<file path="src/rtl/dft_scheduler.sv">
// Channel sweep scheduler between the ADC/DFT front end and the result consumer.
// Settles each enabled channel, waits for one DFT result, and holds it until it is accepted.
module dft_scheduler #(
    parameter int SETTLE_CYCLES  = 68,
    parameter int TIMEOUT_CYCLES = 1023
) (
    input  logic               clk,
    input  logic               reset_n,
    input  logic               enable,
    input  logic [7:0]         chan_mask,
    input  logic               err_clr,
    output logic [2:0]         adc_channel,
    input  logic               dft_valid,
    input  logic signed [31:0] mag0,
    input  logic signed [31:0] mag1,
    input  logic signed [31:0] mag2,
    input  logic signed [31:0] mag3,
    output logic               res_valid,
    input  logic               res_ready,
    output logic [2:0]         res_chan,
    output logic signed [31:0] res_mag0,
    output logic signed [31:0] res_mag1,
    output logic signed [31:0] res_mag2,
    output logic signed [31:0] res_mag3,
    output logic               busy,
    output logic               timeout_err,
    output logic               frame_done
);

    localparam int SW = $clog2(SETTLE_CYCLES + 1);
    localparam int TW = $clog2(TIMEOUT_CYCLES + 1);

    typedef enum logic [2:0] {
        IDLE,
        PICK,
        SETTLE,
        WAIT,
        PRESENT
    } state_t;

    state_t        state;
    state_t        state_nx;
    logic [2:0]    last_chan;
    logic [2:0]    pick_chan;
    logic [2:0]    cand;
    logic          pick_hit;
    logic [7:0]    sweep_mask;
    logic [SW-1:0] settle_cnt;
    logic [TW-1:0] wait_cnt;
    logic          go;
    logic          settle_done;
    logic          timeout_hit;
    logic          handshake;
    logic          last_in_sweep;

    // Round-robin search upward from last_chan; the 8th candidate is last_chan itself.
    always_comb begin
        pick_chan = last_chan;
        pick_hit  = 1'b0;
        cand      = '0;
        for (int i = 1; i <= 8; i++) begin
            cand = last_chan + 3'(i);
            if (!pick_hit && chan_mask[cand]) begin
                pick_chan = cand;
                pick_hit  = 1'b1;
            end
        end
    end

    assign go            = enable && (chan_mask != 8'd0);
    assign settle_done   = (settle_cnt == '0);
    assign timeout_hit   = (state == WAIT) && !dft_valid &&
                           (wait_cnt == TW'(TIMEOUT_CYCLES - 1));
    assign handshake     = res_valid && res_ready;
    assign last_in_sweep = ((sweep_mask >> last_chan) >> 1) == 8'd0;
    assign busy          = (state != IDLE);

    always_comb begin
        state_nx = state;
        unique case (state)
            IDLE:    if (go) state_nx = PICK;
            PICK:    state_nx = go ? SETTLE : IDLE;
            SETTLE:  if (settle_done) state_nx = WAIT;
            WAIT: begin
                if (dft_valid)        state_nx = PRESENT;
                else if (timeout_hit) state_nx = PICK;
            end
            PRESENT: if (handshake) state_nx = PICK;
            default: state_nx = IDLE;
        endcase
    end

    always_ff @(posedge clk) begin
        if (!reset_n) state <= IDLE;
        else          state <= state_nx;
    end

    always_ff @(posedge clk) begin
        if (!reset_n) begin
            last_chan   <= 3'd7;
            adc_channel <= 3'd0;
            sweep_mask  <= 8'd0;
            settle_cnt  <= '0;
            wait_cnt    <= '0;
            res_valid   <= 1'b0;
            res_chan    <= 3'd0;
            res_mag0    <= '0;
            res_mag1    <= '0;
            res_mag2    <= '0;
            res_mag3    <= '0;
            frame_done  <= 1'b0;
            timeout_err <= 1'b0;
        end else begin
            frame_done <= 1'b0;
            unique case (state)
                PICK: begin
                    if (go) begin
                        adc_channel <= pick_chan;
                        last_chan   <= pick_chan;
                        sweep_mask  <= chan_mask;
                        settle_cnt  <= SW'(SETTLE_CYCLES - 1);
                    end
                end
                SETTLE: begin
                    if (settle_done) wait_cnt   <= '0;
                    else             settle_cnt <= settle_cnt - 1'b1;
                end
                WAIT: begin
                    if (dft_valid) begin
                        res_mag0  <= mag0;
                        res_mag1  <= mag1;
                        res_mag2  <= mag2;
                        res_mag3  <= mag3;
                        res_chan  <= adc_channel;
                        res_valid <= 1'b1;
                    end else if (timeout_hit) begin
                        frame_done <= last_in_sweep;
                    end else begin
                        wait_cnt <= wait_cnt + 1'b1;
                    end
                end
                PRESENT: begin
                    if (handshake) begin
                        res_valid  <= 1'b0;
                        frame_done <= last_in_sweep;
                    end
                end
                default: ;
            endcase
            // A new timeout outranks a clear request in the same cycle.
            if (timeout_hit)  timeout_err <= 1'b1;
            else if (err_clr) timeout_err <= 1'b0;
        end
    end

endmodule

</file>
<file path="config.mk">
export PLATFORM = sky130hd
export DESIGN_NAME = dft_scheduler
export DESIGN_NICKNAME = d
export VERILOG_FILES = /design/src/rtl/dft_scheduler.sv
export SDC_FILE = /design/constraint.sdc
export NUM_CORES = 1
export LEC_CHECK = 0
export CAP_MARGIN = 20
export CORE_MARGIN = 4
export CORE_UTILIZATION = 25
export CTS_BUF_LIST = sky130_fd_sc_hd__clkbuf_8
export DETAILED_ROUTE_END_ITERATION = 10
export SYNTH_ARGS = -nofsm -noshare
export SYNTH_HDL_FRONTEND = slang
export SYNTH_SLANG_ARGS = --single-unit
</file>
<file path="constraint.sdc">
create_clock -name clk -period 3.1 [get_ports clk]
set_input_delay 0.465 -clock clk [delete_from_list [all_inputs] [get_ports clk]]
set_output_delay 0.465 -clock clk [all_outputs]
set_load 0.1 [all_outputs]
</file>
After elaboration in Yosys (flattened, before gate mapping):

Cells that the tools add are included.

* $add $sub $neg: 9
* $lt $le $gt $ge: 8
* equality and inequality tests: 14
* shift operators: 1
* muxes and demuxes: 54
* reductions and logical operators: 34

Operator list (number)
* two-way mux 3 bit: 13
* less-than comparator 3 x 4 -> 1 bit (second input constant): 8
* two-way mux 10 bit: 3
* binary-select mux 1 bit (select 3 bit): 8
* two-way mux 1 bit: 22
* one-hot mux 10 bit (2 select lines): 1
* inequality test 2 bit (second input constant): 8
* one-hot mux 3 bit (5 select lines): 1
* two-way mux 7 bit: 2
* one-hot mux 7 bit (2 select lines): 1
* adder 3 bit (second input constant): 4
* logical AND 1 bit: 11
* adder 10 x 1 -> 10 bit (second input constant): 1
* equality test 10 bit (second input constant): 1
* logical NOT 1 bit: 8
* logical NOT 8 bit: 1
* AND reduction 4 bit: 2
* nonzero test 2 bit: 4
* nonzero test 8 bit: 1
* right shift 8 x 3 -> 8 bit: 1
* logical NOT 7 bit: 1
* subtractor 7 x 1 -> 7 bit (second input constant): 1
* adder 3 x 2 -> 3 bit (second input constant): 2
* equality test 3 x 2 -> 1 bit (second input constant): 2
* 10 further kinds: 13

* register bits: 168
* input bits: 142
* output and inout port bits: 138
* logic and storage cells: 134

Longest topological paths before layout:

Gate-level depths: netlist of the first run.

* depth in word-level cells: 25
* mapped depth: 13
* mapped depth without buffers: 9

Worst setup path after synthesis of the first run:

Ideal clock, no wire load.

* path kind: register to register
* start: register last_chan[1]
* end: register last_chan[2]
* library setup time: 0.130 ns
* arrival: 2.917 ns
* slack: 0.053 ns
* stages on the path, launching flop included: 14
* path buffers: 4
* period minus slack after synthesis: 3.047 ns
* cells stage by stage: dfxtp_1 -> buf_4 -> buf_6 -> clkinv_1 -> ha_1 -> buf_2 -> buf_4 -> mux4_2 -> mux2i_4 -> nand2_2 -> or2_4 -> or3_1 -> a21oi_2 -> a21oi_1

* word-level cells in the longest chain between the ends: 25
* elaborated cells on any way between the ends: 52

Ends and longest elaborated chain
* from (decl): line 43 `logic [2:0] last_chan;`
* from (signal assigned): line 119 `last_chan <= pick_chan;`
* adder 3 x 1 -> 3 bit: line 62 `cand = last_chan + 3'(i);`
* binary-select mux 1 bit (select 3 bit): line 63 `if (!pick_hit && chan_mask[cand]) begin`
* two-way mux 1 bit (not written as such): line 63
* two-way mux 1 bit: line 63
* logical NOT 1 bit: line 63
* logical AND 1 bit: line 63
* two-way mux 1 bit: line 63
* logical NOT 1 bit: line 63
* [... 9 more ...]
* logical AND 1 bit: line 63
* two-way mux 1 bit: line 63
* logical NOT 1 bit: line 63
* logical AND 1 bit: line 63
* two-way mux 1 bit: line 63
* logical NOT 1 bit: line 63
* logical AND 1 bit: line 63
* two-way mux 3 bit (*): line 63

Every way passes the cells marked *; elsewhere a longest branch is shown, timed or not. The select of a mux whose other input is x is not followed.
A chain may end at the register's enable or synchronous reset.

Worst setup path in the final report of the first run:

Same ends and word-level chain as after synthesis.

==> flow_summary.ini, run 1 <==
[final_layout]
diodes = 0
layout-drive-gt1-share_pct = 19.2
area_delta_synth_final_pct = 44.4
postLayoutCellArea_sq_mm = 0.0107
nets = 1284
fin_cells = 1534
n_fill_cell = 2974
utilization_pct = 36.9

[timing]
max_slew_margin_pct = 57.1
tightest_slew_ns = 0.639
max_freq_mhz = 351
slew_violations = 0
fin_worst_skew_ns = 0.0205
timing.final.crit_share_pct = 91.9
rsz0062_at_grt = no
hold_violations = 0
fin_crit_ns = 2.85
setup_viol = 0
setup_tns_ns = 0

[setup_path]
crit_path_max_fanout = 10
r2r-end = last_chan[2]
reg2reg_from = last_chan[1]
required_ns = 3.42
crit_arrival_ns = 3.17
rrSetupSlack_ns = 0.25
endpoint_kind = register
worst-setup-path-type = reg2reg
r2r_cells = 10
crit_path_start_kind = register

[detailed_routing]
post_drt_wl_per_cell_um = 15.1
routed_via_density = 4.42
drt_iter0_markers = 309
drc = 0
first_pass_iters = 4
drtAntennaViolNets = 0
wl_um = 23100
routed-via-count = 6785

[pwr]
irDropWorstVdd_mv = 0.269
p_per_area_mw_per_mm2 = 431
p_leak_nw = 4.01
p_total_w = 0.00461

[grt]
grt_pass1_vias = 6736
overflow = 0
grt_pass1_wl_um = 36600
antenna_found_initial = 1
grt_max_degree = 94
gr-usage-all-layers_pct = 13.7

[synth]
synth_area_per_cell_sq_um = 8.41
yosys_most_used_dff = dfxtp_1
synth_edf_count = 0
async_flop_share_pct = 0
synth.largest_area_cell = dfxtp_1
synth_seq_cells = 167
syn_area_sq_mm = 0.00741
syn_inst = 881
syn_nets = 1028
netlist.area_leader.share_pct = 45.1
ys_types = 56
synthTopCellsByArea = dfxtp_1 (45%), nand2_1 (15%), a21boi_0 (14%)
yosysSeqAreaShare_pct = 45.1
ys_warn_count = 0

[place]
gp_congestion = 0.845
dpl_cell_area_sq_mm = 0.0103
hpwl_um = 16800
io_buffers = 279
dp.cells = 1502

[status]
run_status = completed

[clock_network]
ctsHoldBuffers = 0
clock-sinks = 167
cts_tree = done
ctsRootBufferMaster = clkbuf_8
cts_resized = 0
cts.htree.levels = 4
clk_path_buf_depth = 2
cts_setup_buffers = 0
clk_latency_ns = 0.46
numCtsBuffers = 17
cts.reportedPaths.clkPinSlew_ns = 0.09

[die]
core.rowCount = 62
core_area_sq_mm = 0.0290
start_util_pct = 25.5
die_x_um = 180
io_pins = 280
chipHeight_um = 180
die_area_sq_mm = 0.0325

[hold_path]
hold_start = reset_n
holdCritPathClass = in2reg
hold_depth = 2
min_to = last_chan[0]

[flow_run]
drv_cap = 0
[Yosys cell counts (2+ instances only)]
| master | instances |
|---|---|
| clkbuf_1 | 56 |
| and4_1 | 2 |
| nand3_1 | 9 |
| o211ai_1 | 3 |
| nand2_1 | 304 |
| a21boi_0 | 141 |
| and3_1 | 4 |
| mux2i_1 | 20 |
| mux4_2 | 13 |
| buf_2 | 7 |
| nor2_1 | 26 |
| mux2_2 | 2 |
| o22ai_1 | 4 |
| nor4_1 | 3 |
| dfxtp_1 | 167 |
| buf_6 | 2 |
| xor2_1 | 12 |
| nor3_1 | 6 |
| nor2b_1 | 5 |
| a31oi_1 | 4 |
| clkinv_1 | 2 |
| nand4_1 | 6 |
| o21ai_1 | 5 |
| o21a_1 | 2 |
| ha_1 | 5 |
| o21ai_0 | 8 |
| and2_1 | 2 |
| buf_4 | 3 |
| a21boi_1 | 3 |
| xnor2_1 | 4 |
| a211oi_1 | 2 |
| o221ai_1 | 2 |
| inv_1 | 8 |
| a21oi_1 | 14 |
| nand2b_1 | 4 |
[power breakdown]
| group | internal [W] | total, W | switching, W | leakage (nW) |
|---|---|---|---|---|
| registers | 0.00217 | 0.00220 | 0.0000260 | 1.35 |
| clock network | 0.000607 | 0.00157 | 0.000966 | 0.197 |
| logic | 0.000406 | 0.000837 | 0.000432 | 2.46 |
[how the worst max path moves through the flow]
stage | startpoint | end | slack (ns) | depth (start not counted)
5_1_grt | last_chan[1] | last_chan[2] | 0.06 | 10
6_report | last_chan[1] | last_chan[2] | 0.25 | 10
3_5_place_dp | chan_mask[0] | last_chan[2] | 0.19 | 8
3_3_place_gp | chan_mask[0] | last_chan[2] | 0.18 | 8
2_1_floorplan | last_chan[1] | last_chan[2] | 0.05 | 13
4_1_cts | last_chan[1] | last_chan[2] | 0.25 | 10
[layout make-up]
cell class                 count  area, sq um  area share (%)
sequential                   167         3340            31.2
tap                          384          480            4.49
timing repair buffer         306         2700            25.2
multi-input combinational    635         3750            35.1
clock buffer                  17          234            2.19
inverter                      10         37.5           0.351
clock inverter                15          154            1.44
[metrics by stage]
| stage | setup slack, ns | hold slack [ns] |
|---|---|---|
| floorplan | 0.0527 | 0.444 |
| CTS | 0.251 | 0.334 |
| global placement | 0.176 | 0.450 |
| finish | 0.250 | 0.367 |
| global route | 0.0610 | 0.338 |
| detailed placement | 0.186 | 0.457 |
[cell usage in the layout (no fill, tap or decap), types with 3 or more instances in the layout]
| cell | n |
|---|---|
| inv_8 | 5 |
| nand2_1 | 304 |
| inv_6 | 4 |
| o21ai_0 | 8 |
| a31oi_1 | 4 |
| o211ai_1 | 3 |
| o22ai_1 | 4 |
| a21oi_1 | 14 |
| nor4_1 | 3 |
| xnor2_1 | 4 |
| xor2_1 | 12 |
| ha_1 | 5 |
| nand2b_1 | 4 |
| a21boi_1 | 3 |
| and3_1 | 3 |
| buf_4 | 162 |
| nor2b_1 | 5 |
| mux4_2 | 13 |
| clkdlybuf4s50_1 | 140 |
| mux2i_1 | 20 |
| nor2_1 | 26 |
| nand3_1 | 8 |
| clkbuf_8 | 17 |
| buf_12 | 4 |
| o21ai_1 | 5 |
| dfxtp_1 | 167 |
| a21boi_0 | 141 |
| inv_1 | 8 |
| nor3_1 | 6 |
| nand4_1 | 6 |
[per-layer routing]
metal / routed length [um] / part of all wire, % / vias to the layer above / global-route usage, %
met5: 7 / 0.030 / - / 0
met4: 343 / 1.5 / 2 / 3.36
met3: 2150 / 9.3 / 19 / 6.18
met2: 11000 / 48 / 212 / 23.6
met1: 9630 / 42 / 3105 / 15.7
li1: - / - / 3447 / -
[cell families (layout without fill, tap and decap cells)]
family          after synthesis  count (layout)  synth area share [%]
simple gates                376             376                  20.5
compound gates              200             200                  19.6
flops                       167             167                  45.1
buf+inv                      79             348                  4.47
mux                          37              37                  7.41
xor+xnor                     17              17                  2.11
fa+ha+maj                     5               5                 0.844
[sequential cells by signal, summed over array words and instances, names as in the netlist]
name         cells
sweep_mask       7
last_chan        3
wait_cnt        10
res_mag3        32
res_mag2        32
res_chan         3
frame_done       1
res_mag0        32
res_mag1        32
res_valid        1
adc_channel      3
state            3
settle_cnt       7
timeout_err      1
[worst max-delay path, stage by stage, from the launching register on]
cell and delay (ns):
dfxtp_1 0.34, clkinv_1 0.08, ha_1 0.53, buf_4 0.24, mux2i_1 0.30, mux4_2 0.29, a32o_1 0.24, o22ai_1 0.09
or3_1 0.36, a21oi_2 0.16, a21oi_1 0.08
(Power assumes the default switching activity.)
==> inputs of run 2 (changes only) <==
--- a/config.mk
+++ b/config.mk
@@ -8,6 +8,9 @@
 export CAP_MARGIN = 20
+export CELL_PAD_IN_SITES_DETAIL_PLACEMENT = 1
+export CELL_PAD_IN_SITES_GLOBAL_PLACEMENT = 2
 export CORE_MARGIN = 4
-export CORE_UTILIZATION = 25
+export CORE_UTILIZATION = 23
 export CTS_BUF_LIST = sky130_fd_sc_hd__clkbuf_8
 export DETAILED_ROUTE_END_ITERATION = 10
+export PLACE_DENSITY_LB_ADDON = 0.1
 export SYNTH_ARGS = -nofsm -noshare
--- a/constraint.sdc
+++ b/constraint.sdc
@@ -3,2 +3,2 @@
 set_output_delay 0.465 -clock clk [all_outputs]
-set_load 0.1 [all_outputs]
+set_load 0.02 [all_outputs]
==> flow_summary.ini, run 2 (synthesis gave the netlist of run 1 again) <==
[status]
run_status = completed

[timing]
slew_violations = 0
rsz0062_at_grt = no
fin_worst_skew_ns = 0.0112
setup_viol = 0
max_freq_mhz = 346
setup_tns_ns = 0
max_slew_margin_pct = 52.8
tightest_slew_ns = 0.703
fin_crit_ns = 2.89
hold_violations = 0
timing.final.crit_share_pct = 93.2

[setup_path]
crit_path_max_fanout = 9
path_buf_inv = 1
crit_arrival_ns = 3.22
crit_chain = clkinv_1, ha_1, mux4_2, mux2i_1, nand2_1, or3_1, a21oi_2, a21oi_1
worst-setup-path-type = reg2reg
required_ns = 3.43
critPathTopFamily = multiplexers
endpoint_kind = register
max_stage_delay_ns = 0.63
critPathSlowestCell = mux4_2
crit_path_start_kind = register

[detailed_routing]
drc = 0
wl_um = 27100
routed-via-count = 6908
drt_iter0_markers = 227
post_drt_wl_per_cell_um = 17.4
routed_via_density = 4.44
first_pass_iters = 4
drtAntennaViolNets = 0

[die]
start_util_pct = 23.4
core_area_sq_mm = 0.0316
die_x_um = 188
io_pins = 280
core.rowCount = 65
die_area_sq_mm = 0.0352
chipHeight_um = 188

[clock_network]
cts_resized = 0
cts.reportedPaths.clkPinSlew_ns = 0.10
clk_path_buf_depth = 2
cts.htree.levels = 4
numCtsBuffers = 17
ctsHoldBuffers = 0
cts_setup_buffers = 0
clock-sinks = 167
clk_latency_ns = 0.45
cts_tree = done
ctsRootBufferMaster = clkbuf_8

[pwr]
power.internal_w = 0.00345
combinationalPowerShare_pct = 16.5
sequentialPowerShare_pct = 46.5
switchingPower_w = 0.00128
swShare_pct = 27.1
p_per_area_mw_per_mm2 = 423
p_leak_nw = 3.77
p_total_w = 0.00473
clkPwrFrac_pct = 37.0
irDropWorstVdd_mv = 0.224

[final_layout]
multi_input_area_sq_mm = 0.00375
area_delta_synth_final_pct = 50.7
final_cell_mix = nand2_1 (304), clkdlybuf4s50_1 (278), dfxtp_1 (167)
layout-drive-gt1-share_pct = 7.45
postLayoutCellArea_sq_mm = 0.0112
mostFrequentLayoutCell = nand2_1
nets = 1288
n_fill_cell = 3658
seqCellArea_sq_mm = 0.00334

[grt]
grt_max_degree = 86
grt_pass1_wl_um = 42700
antenna_found_initial = 2
grt_pass1_vias = 7165
gr-usage-all-layers_pct = 15.2
overflow = 0

[place]
io_buffers = 279
gp_congestion = 0.773
dpl_cell_area_sq_mm = 0.0107
hpwl_um = 19700

[hold_path]
holdCritPathClass = reg2reg

[flow_run]
drv_cap = 0
-- run 2: cell types whose count changed in the layout (fill, tap and decap cells not counted) --
| cell | delta |
|---|---|
| clkdlybuf4s50_1 | +138 |
| inv_8 | -4 |
| buf_4 | -136 |
| clkinv_4 | -1 |
| clkinv_8 | -2 |
| clkbuf_8 | +2 |
| inv_1 | +1 |
| bufinv_16 | +3 |
| buf_12 | +2 |
| clkinvlp_4 | +1 |
| diode_2 | +1 |
-- run 2: stage by stage --
step | utilization (%) | std cells | setup WS [ns] | hold slack [ns]
after floorplan | - | 881 | 0.0527 | 0.444
after global placement | 33.9 | 1524 | 0.171 | 0.450
after detailed placement | 33.9 | 1524 | 0.157 | 0.456
after CTS | 35.3 | 1556 | 0.212 | 0.470
after global routing | 35.3 | 1557 | 0.0388 | 0.488
final | 35.3 | 1557 | 0.210 | 0.466
-- run 2: final timing paths --
path | cells past startpoint | endpoint | startpoint | slack [ns]
min | 2 | res_mag3[18] | res_mag3[18] | 0.47
max | 8 | last_chan[2] | last_chan[1] | 0.21
max reg2reg | 8 | last_chan[2] | last_chan[1] | 0.21
min reg2reg | 2 | res_mag3[18] | res_mag3[18] | 0.47
-- run 2: cell type report --
| cell class | count | share of cell area (%) |
|---|---|---|
| Antenna cell | 1 | 0.0224 |
| Inverter | 10 | 0.336 |
| Sequential cell | 167 | 29.9 |
| Clock buffer | 19 | 2.34 |
| Tap cell | 402 | 4.50 |
| Clock inverter | 13 | 1.51 |
| Timing Repair Buffer | 310 | 27.7 |
| Multi-Input combinational cell | 635 | 33.6 |
-- run 2: worst min-delay path: stages (launching register included) --
cell	delay (ns)
dfxtp_1	0.32
nand2_1	0.04
a21boi_0	0.06
-- run 2: power groups by stage --
stage	clock network (W)	logic, W	registers, W
floorplan	0	0.000422	0.00225
global placement	0	0.000786	0.00225
detailed placement	0	0.000787	0.00225
CTS	0.00184	0.000791	0.00220
global route	0.00192	0.000852	0.00220
finish	0.00175	0.000782	0.00220
-- run 2: layer usage --
layer	vias to the layer above	wire [um]	global-route usage, %
met3	15	2380	6.57
li1	3460	-	-
met2	187	12500	25.0
met5	-	7	0
met1	3244	12000	18.9
met4	2	247	2.80
==> inputs of run 3 (changes only) <==
Settings changed: CORE_UTILIZATION 23 to 33, DONT_BUFFER_PORTS set to 1.
==> flow_summary.ini, run 3 (synthesis gave the netlist of run 1 again) <==
[detailed_routing]
routed-via-count = 5969
first_pass_iters = 4
wl_um = 22300
drt_iter0_markers = 240
drtAntennaViolNets = 0
routed_via_density = 5.23
post_drt_wl_per_cell_um = 19.5
drc = 0

[timing]
rsz0062_at_grt = no
hold_violations = 0
fin_worst_skew_ns = 0.0152
timing.final.crit_share_pct = 90.5
setup_viol = 0
fin_hold_ws_ns = 0.136
max_freq_mhz = 356
worst_slack_ns = 0.293
tightest_slew_ns = 0.699
setup_tns_ns = 0
max_slew_margin_pct = 53.1
fin_crit_ns = 2.81
slew_violations = 0

[pwr]
irDropWorstVdd_mv = 0.240
p_per_area_mw_per_mm2 = 532
p_leak_nw = 2.66

[final_layout]
area_delta_synth_final_pct = 8.79
final_cell_mix = nand2_1 (304), dfxtp_1 (167), a21boi_0 (141)
postLayoutCellArea_sq_mm = 0.00806
mostFrequentLayoutCell = nand2_1
layout-drive-gt1-share_pct = 8.36
nets = 995

[die]
chipHeight_um = 158
core_area_sq_mm = 0.0220
io_pins = 280
die_area_sq_mm = 0.0249
die_x_um = 158
start_util_pct = 33.8
core.rowCount = 54

[setup_path]
rrSetupSlack_ns = 0.29
crit_path_start_kind = register
crit_path_max_fanout = 14
crit_arrival_ns = 3.19
endpoint_kind = register
required_ns = 3.48
worst-setup-path-type = reg2reg

[clock_network]
clock-sinks = 167
cts.reportedPaths.clkPinSlew_ns = 0.11
cts_resized = 0
cts_setup_buffers = 0
ctsHoldBuffers = 0
cts_tree = done
ctsRootBufferMaster = clkbuf_8
clk_latency_ns = 0.46
cts.htree.levels = 4
numCtsBuffers = 17
clk_path_buf_depth = 2

[place]
gp_congestion = 0.835
dp_slack_ns = 0.310
io_buffers = 0
hpwl_um = 16300
dpl_cell_area_sq_mm = 0.00765

[grt]
overflow = 0
grt_pass1_vias = 6217
grt_pass1_wl_um = 33800
gr-usage-all-layers_pct = 17.2
antenna_found_initial = 1
grt_max_degree = 158

[status]
run_status = completed

[hold_path]
holdCritPathClass = in2reg

[flow_run]
drv_cap = 0
run 3: cell types whose count changed in the layout (fill, tap and decap cells not counted), sizes merged:
cell / change
buf: -15
inv: +2
clkinvlp: -2
clkdlybuf4s50: -278
clkinv: +3
bufinv: -3
run 3: where the power goes:
group	switching, W	internal [W]	leakage [nW]
combinational	0.000260	0.000226	1.10
clock	0.000934	0.000655	0.209
sequential	0.0000429	0.00217	1.35
run 3: path summary, 6_finish.rpt:
| path | from | endpoint | cells after the start |
|---|---|---|---|
| hold reg to reg | sweep_mask[1] | sweep_mask[1] | 2 |
| setup reg to reg | last_chan[1] | last_chan[0] | 9 |
| hold / removal | mag1[10] | res_mag1[10] | 2 |
| setup / recovery | last_chan[1] | last_chan[0] | 9 |
run 3: critical path, cell delays in order, from the launching register on:
cell,delay (ns)
dfxtp_1,0.35
buf_4,0.25
ha_1,0.56
mux2i_1,0.15
mux4_2,0.49
a32oi_1,0.25
or2_4,0.19
o211ai_2,0.15
and3_1,0.22
o21ai_1,0.11
run 3: area by class of cell:
| cell class | instances | area, sq um |
|---|---|---|
| antenna | 1 | 2.50 |
| tap | 280 | 350 |
| sequential | 167 | 3340 |
| clock inverter | 13 | 149 |
| timing repair buffer | 17 | 165 |
| multi-input combinational | 635 | 3750 |
| inverter | 10 | 37.5 |
| fill | 2601 | 13900 |
| clock buffer | 19 | 262 |
run 3: layer usage:
metal / GRT usage (%) / share of wire [%] / vias to the layer above / wire length (um)
met3: 8.26 / 11 / 21 / 2430
met2: 28.2 / 48 / 206 / 10700
met1: 19.7 / 39 / 2864 / 8750
li1: - / - / 2878 / -
met4: 5.37 / 1.7 / 0 / 386
met5: 0 / 0 / - / 0
run 3: per-stage QoR:
stage	total power [W]	utilization (%)	std cells
floorplan	0.00267	-	881
global placement	0.00274	34.8	1109
detailed placement	0.00275	34.8	1109
CTS	0.00438	36.7	1141
global route	0.00451	36.7	1142
finish	0.00429	36.7	1142
